File: src/rtl/c3aibadapt_avmm_usr32_rsp.sv
// c3aibadapt_avmm_usr32_rsp: single-outstanding AVMM32 tracker with byte-masked read return and timeout watchdog.
module c3aibadapt_avmm_usr32_rsp #(
  parameter int unsigned TIMEOUT_CYC = 255,
  parameter logic [31:0] ERR_DATA    = 32'hDEAD_BEEF
) (
  input  logic        i_usr_avmm_clk,
  input  logic        i_usr_avmm_rst_n,
  input  logic        i_avmm32_read,
  input  logic        i_avmm32_write,
  input  logic [16:0] i_avmm32_addr,
  input  logic [31:0] i_avmm32_wdata,
  input  logic [3:0]  i_avmm32_byte_en,
  output logic [31:0] o_avmm32_rdata,
  output logic        o_avmm32_rdatavalid,
  output logic        o_avmm32_waitrequest,
  output logic        o_tgt_read,
  output logic        o_tgt_write,
  output logic [16:0] o_tgt_addr,
  output logic [31:0] o_tgt_wdata,
  output logic [3:0]  o_tgt_byte_en,
  input  logic [31:0] i_tgt_rdata,
  input  logic        i_tgt_rdatavalid,
  input  logic        i_tgt_waitrequest,
  input  logic        i_err_clr,
  output logic        o_timeout_err,
  output logic        o_drop_err
);
  typedef enum logic [1:0] {IDLE, CMD, RDWAIT} state_e;
  state_e      state_q, state_d;
  logic [7:0]  cnt_q, cnt_d;
  logic [16:0] addr_q, addr_d;
  logic [31:0] wdata_q, wdata_d, rdata_q, rdata_d, mask;
  logic [3:0]  be_q, be_d;
  logic        is_rd_q, is_rd_d, tgt_rd_q, tgt_rd_d, tgt_wr_q, tgt_wr_d;
  logic        rdv_q, rdv_d, wait_q, wait_d, tout_q, tout_d, drop_q, drop_d;
  logic        req, tmo, force_end;
  always_comb begin
    mask      = {{8{be_q[3]}}, {8{be_q[2]}}, {8{be_q[1]}}, {8{be_q[0]}}};
    req       = i_avmm32_read | i_avmm32_write;
    // Fires one cycle early so the forced result is registered when the counter reaches the limit.
    tmo       = cnt_q == 8'(TIMEOUT_CYC - 1);
    state_d   = state_q;
    cnt_d     = (state_q == IDLE) ? 8'd0 : cnt_q + 8'd1;
    addr_d    = addr_q;
    wdata_d   = wdata_q;
    be_d      = be_q;
    is_rd_d   = is_rd_q;
    tgt_rd_d  = tgt_rd_q;
    tgt_wr_d  = tgt_wr_q;
    rdv_d     = 1'b0;
    force_end = 1'b0;
    case (state_q)
      IDLE: if (req) begin
        state_d  = CMD;
        addr_d   = i_avmm32_addr;
        wdata_d  = i_avmm32_wdata;
        be_d     = i_avmm32_byte_en;
        is_rd_d  = i_avmm32_read;
        tgt_rd_d = i_avmm32_read;
        tgt_wr_d = ~i_avmm32_read;
      end
      CMD: if (!i_tgt_waitrequest) begin
        tgt_rd_d = 1'b0;
        tgt_wr_d = 1'b0;
        state_d  = (is_rd_q & ~i_tgt_rdatavalid) ? RDWAIT : IDLE;
        rdv_d    = is_rd_q & i_tgt_rdatavalid;
      end else force_end = tmo;
      RDWAIT: if (i_tgt_rdatavalid) begin
        rdv_d   = 1'b1;
        state_d = IDLE;
      end else force_end = tmo;
      default: state_d = IDLE;
    endcase
    if (force_end) begin
      tgt_rd_d = 1'b0;
      tgt_wr_d = 1'b0;
      state_d  = IDLE;
      rdv_d    = is_rd_q;
    end
    rdata_d = force_end ? (is_rd_q ? ERR_DATA & mask : rdata_q) : rdv_d ? i_tgt_rdata & mask : rdata_q;
    wait_d  = state_d != IDLE;
    tout_d  = force_end | (tout_q & ~i_err_clr);
    drop_d  = (req & (state_q != IDLE)) | (drop_q & ~i_err_clr);
  end
  always_ff @(posedge i_usr_avmm_clk or negedge i_usr_avmm_rst_n) begin
    if (!i_usr_avmm_rst_n) begin
      state_q  <= IDLE;
      cnt_q    <= '0;
      addr_q   <= '0;
      wdata_q  <= '0;
      be_q     <= '0;
      is_rd_q  <= 1'b0;
      tgt_rd_q <= 1'b0;
      tgt_wr_q <= 1'b0;
      rdata_q  <= '0;
      rdv_q    <= 1'b0;
      wait_q   <= 1'b0;
      tout_q   <= 1'b0;
      drop_q   <= 1'b0;
    end else begin
      state_q  <= state_d;
      cnt_q    <= cnt_d;
      addr_q   <= addr_d;
      wdata_q  <= wdata_d;
      be_q     <= be_d;
      is_rd_q  <= is_rd_d;
      tgt_rd_q <= tgt_rd_d;
      tgt_wr_q <= tgt_wr_d;
      rdata_q  <= rdata_d;
      rdv_q    <= rdv_d;
      wait_q   <= wait_d;
      tout_q   <= tout_d;
      drop_q   <= drop_d;
    end
  end
  assign o_avmm32_rdata       = rdata_q;
  assign o_avmm32_rdatavalid  = rdv_q;
  assign o_avmm32_waitrequest = wait_q;
  assign o_tgt_read           = tgt_rd_q;
  assign o_tgt_write          = tgt_wr_q;
  assign o_tgt_addr           = addr_q;
  assign o_tgt_wdata          = wdata_q;
  assign o_tgt_byte_en        = be_q;
  assign o_timeout_err        = tout_q;
  assign o_drop_err           = drop_q;
endmodule

File: config.mk
export PLATFORM = sky130hd
export DESIGN_NAME = c3aibadapt_avmm_usr32_rsp
export DESIGN_NICKNAME = d
export VERILOG_FILES = /design/src/rtl/c3aibadapt_avmm_usr32_rsp.sv
export SDC_FILE = /design/constraint.sdc
export NUM_CORES = 1
export LEC_CHECK = 0
export CAP_MARGIN = 15
export CORE_ASPECT_RATIO = 0.5
export CORE_MARGIN = 5
export CORE_UTILIZATION = 40
export DETAILED_ROUTE_END_ITERATION = 10
export MAX_ROUTING_LAYER = met4
export PLACE_DENSITY = 0.76
export SYNTH_ARGS = -nofsm -noshare
export SYNTH_HDL_FRONTEND = slang
export SYNTH_SLANG_ARGS = --single-unit
File: constraint.sdc
create_clock -name i_usr_avmm_clk -period 2.5 [get_ports i_usr_avmm_clk]
set_input_delay 0.5 -clock i_usr_avmm_clk [delete_from_list [all_inputs] [get_ports i_usr_avmm_clk]]
set_output_delay 0.5 -clock i_usr_avmm_clk [all_outputs]
set_load 0.03 [all_outputs]
==> metrics, run 1 <==
hold_buf cts 0; Clock Skew 0.004021 ns; fraction of layout cells with a size suffix above 1 between 10% and 20%; LEAKAGE roughly 3 nW; Filler Cell Count approximately 820; RSZ-0062 raised after global routing false; worst setup margin 0.3150 ns; Post-DP HPWL slightly below 9000 um; most frequent cells after synthesis dfrtp_1, mux2_2, nand2_1; DRC viols 0; pre-CTS setup slack ~0.032 ns; die span in y 83.64 um; relative slew slack between 60% and 70%; power consumption 8.994 mW; worst IR drop on VDD 0.0007975 V; #FFs+latches synth between 100 and 150; area leader, netlist dfrtp_1; initial core utilization 41.67%; global-route wire length before repair 18600 um; outcome completed; core box area around 0.010 sq mm; Mapped Nets 420; post-CTS sizing 0; top cell type's share of synthesized area 58.84%; clock sink count roughly 100; final slew viol count 0; final-stage net count approximately 600; Reg clk slew, reported paths 0.07 ns; vias in the first global route 3370; fin crit period 2.185 ns; GRT Total Usage 18.24%; vias per cell 4.965; DRT antenna net count 0; Syn. warnings 0; Synth area leaders dfrtp_1, mux2_2, a211o_1, mux2i_1, and4_1; worst slew pin tran between 0.5 and 0.6 ns; Via Count approximately 3300; Setup-failing EPs final 0; Die W 157.3 um; HP Class input port to asynchronous set/reset pin; ANT cells 0; DP Cell Count 640; post-route insts no fill 655; clock tree root buffer cell clkbuf_16; Placement Rows 26; most common cell in the netlist dfrtp_1; Main synth FF type dfrtp_1; number of synthesized flops with an enable pin 0; Area Overhead vs Synth 54.05%; Distinct cells, synth 43; I/O pin count between 150 and 200; Max clock buf depth 2; CTS Buf Count 9; Max Freq 457.7 MHz; CP endpoint kind flop; max cap viols 0; aggregate routed wire length 11570 um; Max H-tree Level 3; worst path arrival time around 2.5 ns; wire length per cell roughly 18 um; WS Path Type flop to flop; worst path required time roughly 2.8 ns; sequential share of the synthesized area between 50% and 60%; latest clock arrival within the worst-skew pair 0.33 ns; fin crit share slightly below 90%; initial antenna violation count 0; grt total ovfl 0; die area 0.01315 sq mm; DR pass1 iterations 4; crit path launch type flop; CTS tree yes; Port Buf Inserts 182; ys async rst share 100.0%; GP Congestion 0.7924; final hold vios 0; setup TNS 0 ns; Syn Area/Cell 13.47 sq um; Max Fanout on Critical Path 7; Power Density between 1000 and 1500 mW/mm^2; Setup Buffers After CTS 0; largest net degree at the start of global routing 47; mapped cell area 0.004338 sq mm; 1st-iter DRT viols roughly 180; Mapped Cells 322
==> cell families after synthesis <==
family	Yosys count	share of synthesized area [%]
AO/OA/AOI/OAI	47	9.345
XOR/XNOR	4	0.8078
adder cells (fa/ha/maj)	6	1.731
buffers and inverters	28	3.057
flip-flops	102	58.84
multiplexers	61	15.60
AND/OR/NAND/NOR	74	10.61
==> worst paths after layout <==
check / from / endpoint / slack [ns] / cells past startpoint
max in group asynchronous: i_usr_avmm_rst_n / o_tgt_wdata[27]$_DFFE_PN0P_ / 1.63 / 2
hold reg to reg: o_timeout_err$_DFF_PN0_ / o_timeout_err$_DFF_PN0_ / 0.49 / 1
hold / removal: i_usr_avmm_rst_n / o_tgt_byte_en[2]$_DFFE_PN0P_ / 0.16 / 1
setup reg to reg: state_q[0]$_DFF_PN0_ / o_avmm32_rdata[5]$_DFFE_PN0P_ / 0.31 / 6
setup / recovery: state_q[0]$_DFF_PN0_ / o_avmm32_rdata[5]$_DFFE_PN0P_ / 0.31 / 6
min in group i_usr_avmm_clk: o_timeout_err$_DFF_PN0_ / o_timeout_err$_DFF_PN0_ / 0.49 / 1
==> metrics by stage <==
| step | area, sq um | utilization (%) | hold slack, ns |
|---|---|---|---|
| after floorplan | 4338 | - | 0.2044 |
| after global placement | 6371 | 61.20 | 0.4627 |
| after detailed placement | 6371 | 61.20 | 0.4728 |
| after CTS | 6683 | 64.19 | 0.1839 |
| after global routing | 6683 | 64.19 | 0.2121 |
| final | 6683 | 64.19 | 0.1616 |
==> metal layers <==
layer | share of wire (%) | global-route usage [%]
met5 | 0 | -
met4 | 2.1 | 5.386
met3 | 4.8 | 3.366
met1 | 43 | 23.47
met2 | 50 | 29.58
==> state kept, by name, indices dropped and copies added (netlist names) <==
name                  cells
o_avmm32_rdata           32
o_tgt_wdata              32
o_tgt_addr               17
cnt_q                     8
o_tgt_byte_en             4
state_q                   2
is_rd_q                   1
o_avmm32_rdatavalid       1
o_avmm32_waitrequest      1
o_drop_err                1
o_tgt_read                1
o_tgt_write               1
o_timeout_err             1
==> layout by cell type, fill, tap and decap left out, types with 3 or more instances in the layout <==
master           Yosys  layout
a211o_1             16      16
a21oi_1              7       7
a221o_2              5       5
and2_1               7       7
and4_1               9       9
and4_2               7       7
buf_4                0      11
clkbuf_16            0       9
clkdlybuf4s50_1      0     181
dfrtp_1            102     102
ha_1                 6       6
inv_1               12      12
mux2_2              53      53
mux2i_1              8       8
nand2_1             21      21
nand2b_1             3       3
nand3_1              3       3
nor2_1              13      13
o21ai_0              3       3
xor2_1               3       3
==> cell type report <==
type                    count  area [sq um]  share of cell area, %
clock inverters             6         86.33                  1.292
clock buffers               9         225.2                  3.370
flip-flops and latches    102          2552                  38.20
inverters                  12         45.04                 0.6740
multi-input cells         192          1664                  24.90
well taps                 140         175.2                  2.621
repair buffers            194          1934                  28.95
==> critical path, cell delays in order (launching register included) <==
cell,delay (ns)
dfrtp_1,0.40
inv_1,0.08
ha_1,0.35
nand4_4,0.15
a2111o_1,0.55
nor2_1,0.40
a221o_2,0.19
==> where the power goes <==
part           switching [mW]  total (mW)  internal, mW
Sequential              0.495        2.90          2.40
Combinational            2.48        4.64          2.16
Clock                   0.586        1.46         0.871
Power figures use the tool's default switching activity.
==> run 2, diff against run 1 <==
SLEW_MARGIN = 20   (was not set)
==> results of run 2 <==
Same layout as run 1: the final DEF is identical, and so are final timing and power.
==> variant (config.mk and constraints of run 1) <==
Change the parameter `TIMEOUT_CYC` from 255 to 191.
--- a/src/rtl/c3aibadapt_avmm_usr32_rsp.sv
+++ b/src/rtl/c3aibadapt_avmm_usr32_rsp.sv
@@ -2,3 +2,3 @@
 module c3aibadapt_avmm_usr32_rsp #(
-  parameter int unsigned TIMEOUT_CYC = 255,
+  parameter int unsigned TIMEOUT_CYC = 191,
   parameter logic [31:0] ERR_DATA    = 32'hDEAD_BEEF
Check against the original RTL: same outputs for any inputs over 4 cycles, from zero or initial values and one cycle with i_usr_avmm_rst_n low; that may be too few to reach the edited logic, so the function may still have changed.
==> variant against run 1 <==
Worst setup slack worse by 48 ps; power is 2.7% lower; global-route usage hardly changed; sequential cell count stayed put; clock power is 5% lower; cell count is 0.46% higher; design area hardly changed; routed wire length is 0.82% lower; combinational power is 3% lower; synthesized area is 0.87% lower; core utilization is 0.39 points higher.
==> variant: results (changes against run 1) <==
Run status
The flow ran to the end, and the final reports show no timing, DRC or antenna violations.

Routing
The number of iterations in the first detailed-routing pass is 5 (+1). The via count was 3,287 (+1.1%). The initial detailed-routing violation count is 186 (+5.7%). The total detailed-routing wirelength is 11,500 µm (-0.82%).

Critical path
The category of cells accounting for the largest share of critical-path delay is buffers and inverters. The reg-to-reg startpoint is state_q[1]. The timing startpoint of the critical path is o_tgt_byte_en[2]. Among all stages on the critical path, the largest delay is contributed by sky130_fd_sc_hd__clkdlybuf4s50_1.

The delay of the slowest cell on the worst path is 770 ps (+220 ps). The slack of the worst reg-to-reg path is 480 ps (+170 ps). The worst endpoint data arrival time was 1730 ps (-730 ps). The largest fanout of any net on the critical path is 15 (+8).

Power and ir drop
The leakage power is 3.00 nW (+0.58%). The peak ir drop on the vdd network is 0.679 mV (-15%). The internal cell power was 5.28 mW (-2.8%).

Logic synthesis
The sequential element share of the synthesized area is 0.594 (+0.00514). The distinct cell type count of the synthesized netlist is 39 (-9.3%). After synthesis, the cell types taking the most area are sky130_fd_sc_hd__dfrtp_1, sky130_fd_sc_hd__mux2_2, sky130_fd_sc_hd__and4_1, sky130_fd_sc_hd__a211o_1, sky130_fd_sc_hd__nand2_1. In the synthesized netlist, the cells that appear most often are sky130_fd_sc_hd__dfrtp_1, sky130_fd_sc_hd__mux2_2, sky130_fd_sc_hd__nand2_1. The area share of the leading cell type in the synthesized netlist is 0.594 (+0.00514).

GRT
The global routing usage summed across all routing layers is 0.182 (about the same). The via count of the first global-routing pass is 3,423 (+1.6%). The first-pass GRT wire length is 18,500 µm (-0.74%).

The largest net degree at the start of global routing came to 44 (-6.4%).

Timing
The largest clock skew in the final design is 9.50 ps (+5.48 ps). The transition time of the tightest slew-check pin is 584 ps (-4.91 ps).

Clock tree
The post-CTS setup-driven buffer insertion count is 0 (unchanged).

Final layout
The total inserted antenna cells is 0 (unchanged). The final net count was 612 (+0.49%). The share of post-route cells with drive strength above 1 came to 0.178 (-0.0205).

Placement
The half-perimeter wire length after placement was 8470 µm (-3.2%). The cell area reported after detailed placement is 6390 µm² (+0.31%). The global placement routability congestion is 0.716 (-9.7%).
[variant: area by class of cell]
cell class	count	area, µm²
fillers	823	3660
flip-flops and latches	102	2550
repair buffers	198	1990
multi-input cells	194	1640
clock buffers	11	243
well taps	140	175
clock inverters	4	47.5
inverters	9	33.8
[variant: routing by layer]
| metal | track usage | part of all wire | vias up |
|---|---|---|---|
| met2 | 0.297 | 0.50 | 93 |
| met4 | 0.0433 | 0.014 | 0 |
| met1 | 0.230 | 0.44 | 1625 |
| met5 | - | 0 | - |
| li1 | - | - | 1554 |
| met3 | 0.0441 | 0.046 | 15 |
[variant: power groups by stage]
stage          sequential [mW]  clock (mW)  combinational (mW)
2_1_floorplan             4.19           0                1.20
3_3_place_gp              2.87           0                4.49
3_5_place_dp              2.90           0                4.54
4_1_cts                   2.87        1.42                4.55
5_1_grt                   2.98        1.50                4.72
6_report                  2.87        1.38                4.50
[variant: worst paths after layout]
path	end	cells past startpoint
min in group i_usr_avmm_clk	cnt_q[0]	1
worst max register to register	o_avmm32_rdata[29]	8
max in group asynchronous	o_avmm32_rdata[21]	2
worst max-delay path	o_tgt_byte_en[2]	1
worst min register to register	cnt_q[0]	1
worst min-delay path	o_avmm32_waitrequest	1
[variant: cell families (layout without fill, tap and decap cells)]
| logic type | after synthesis | in the layout | share of synthesized area |
|---|---|---|---|
| mux | 61 | 61 | 0.157 |
| buf+inv | 26 | 222 | 0.0276 |
| compound gates | 40 | 40 | 0.0809 |
| flops | 102 | 102 | 0.594 |
| fa+ha+maj | 6 | 6 | 0.0175 |
| simple gates | 81 | 81 | 0.111 |
| xor+xnor | 6 | 6 | 0.0122 |
[variant: through the flow]
step	power, mW	worst slack [ps]	hold slack (ps)	instances	util
2_1_floorplan	5.39	525	204	322	-
3_3_place_gp	7.36	145	459	643	0.618
3_5_place_dp	7.43	104	467	643	0.618
4_1_cts	8.84	264	180	658	0.646
5_1_grt	9.20	195	207	658	0.646
6_report	8.75	267	159	658	0.646
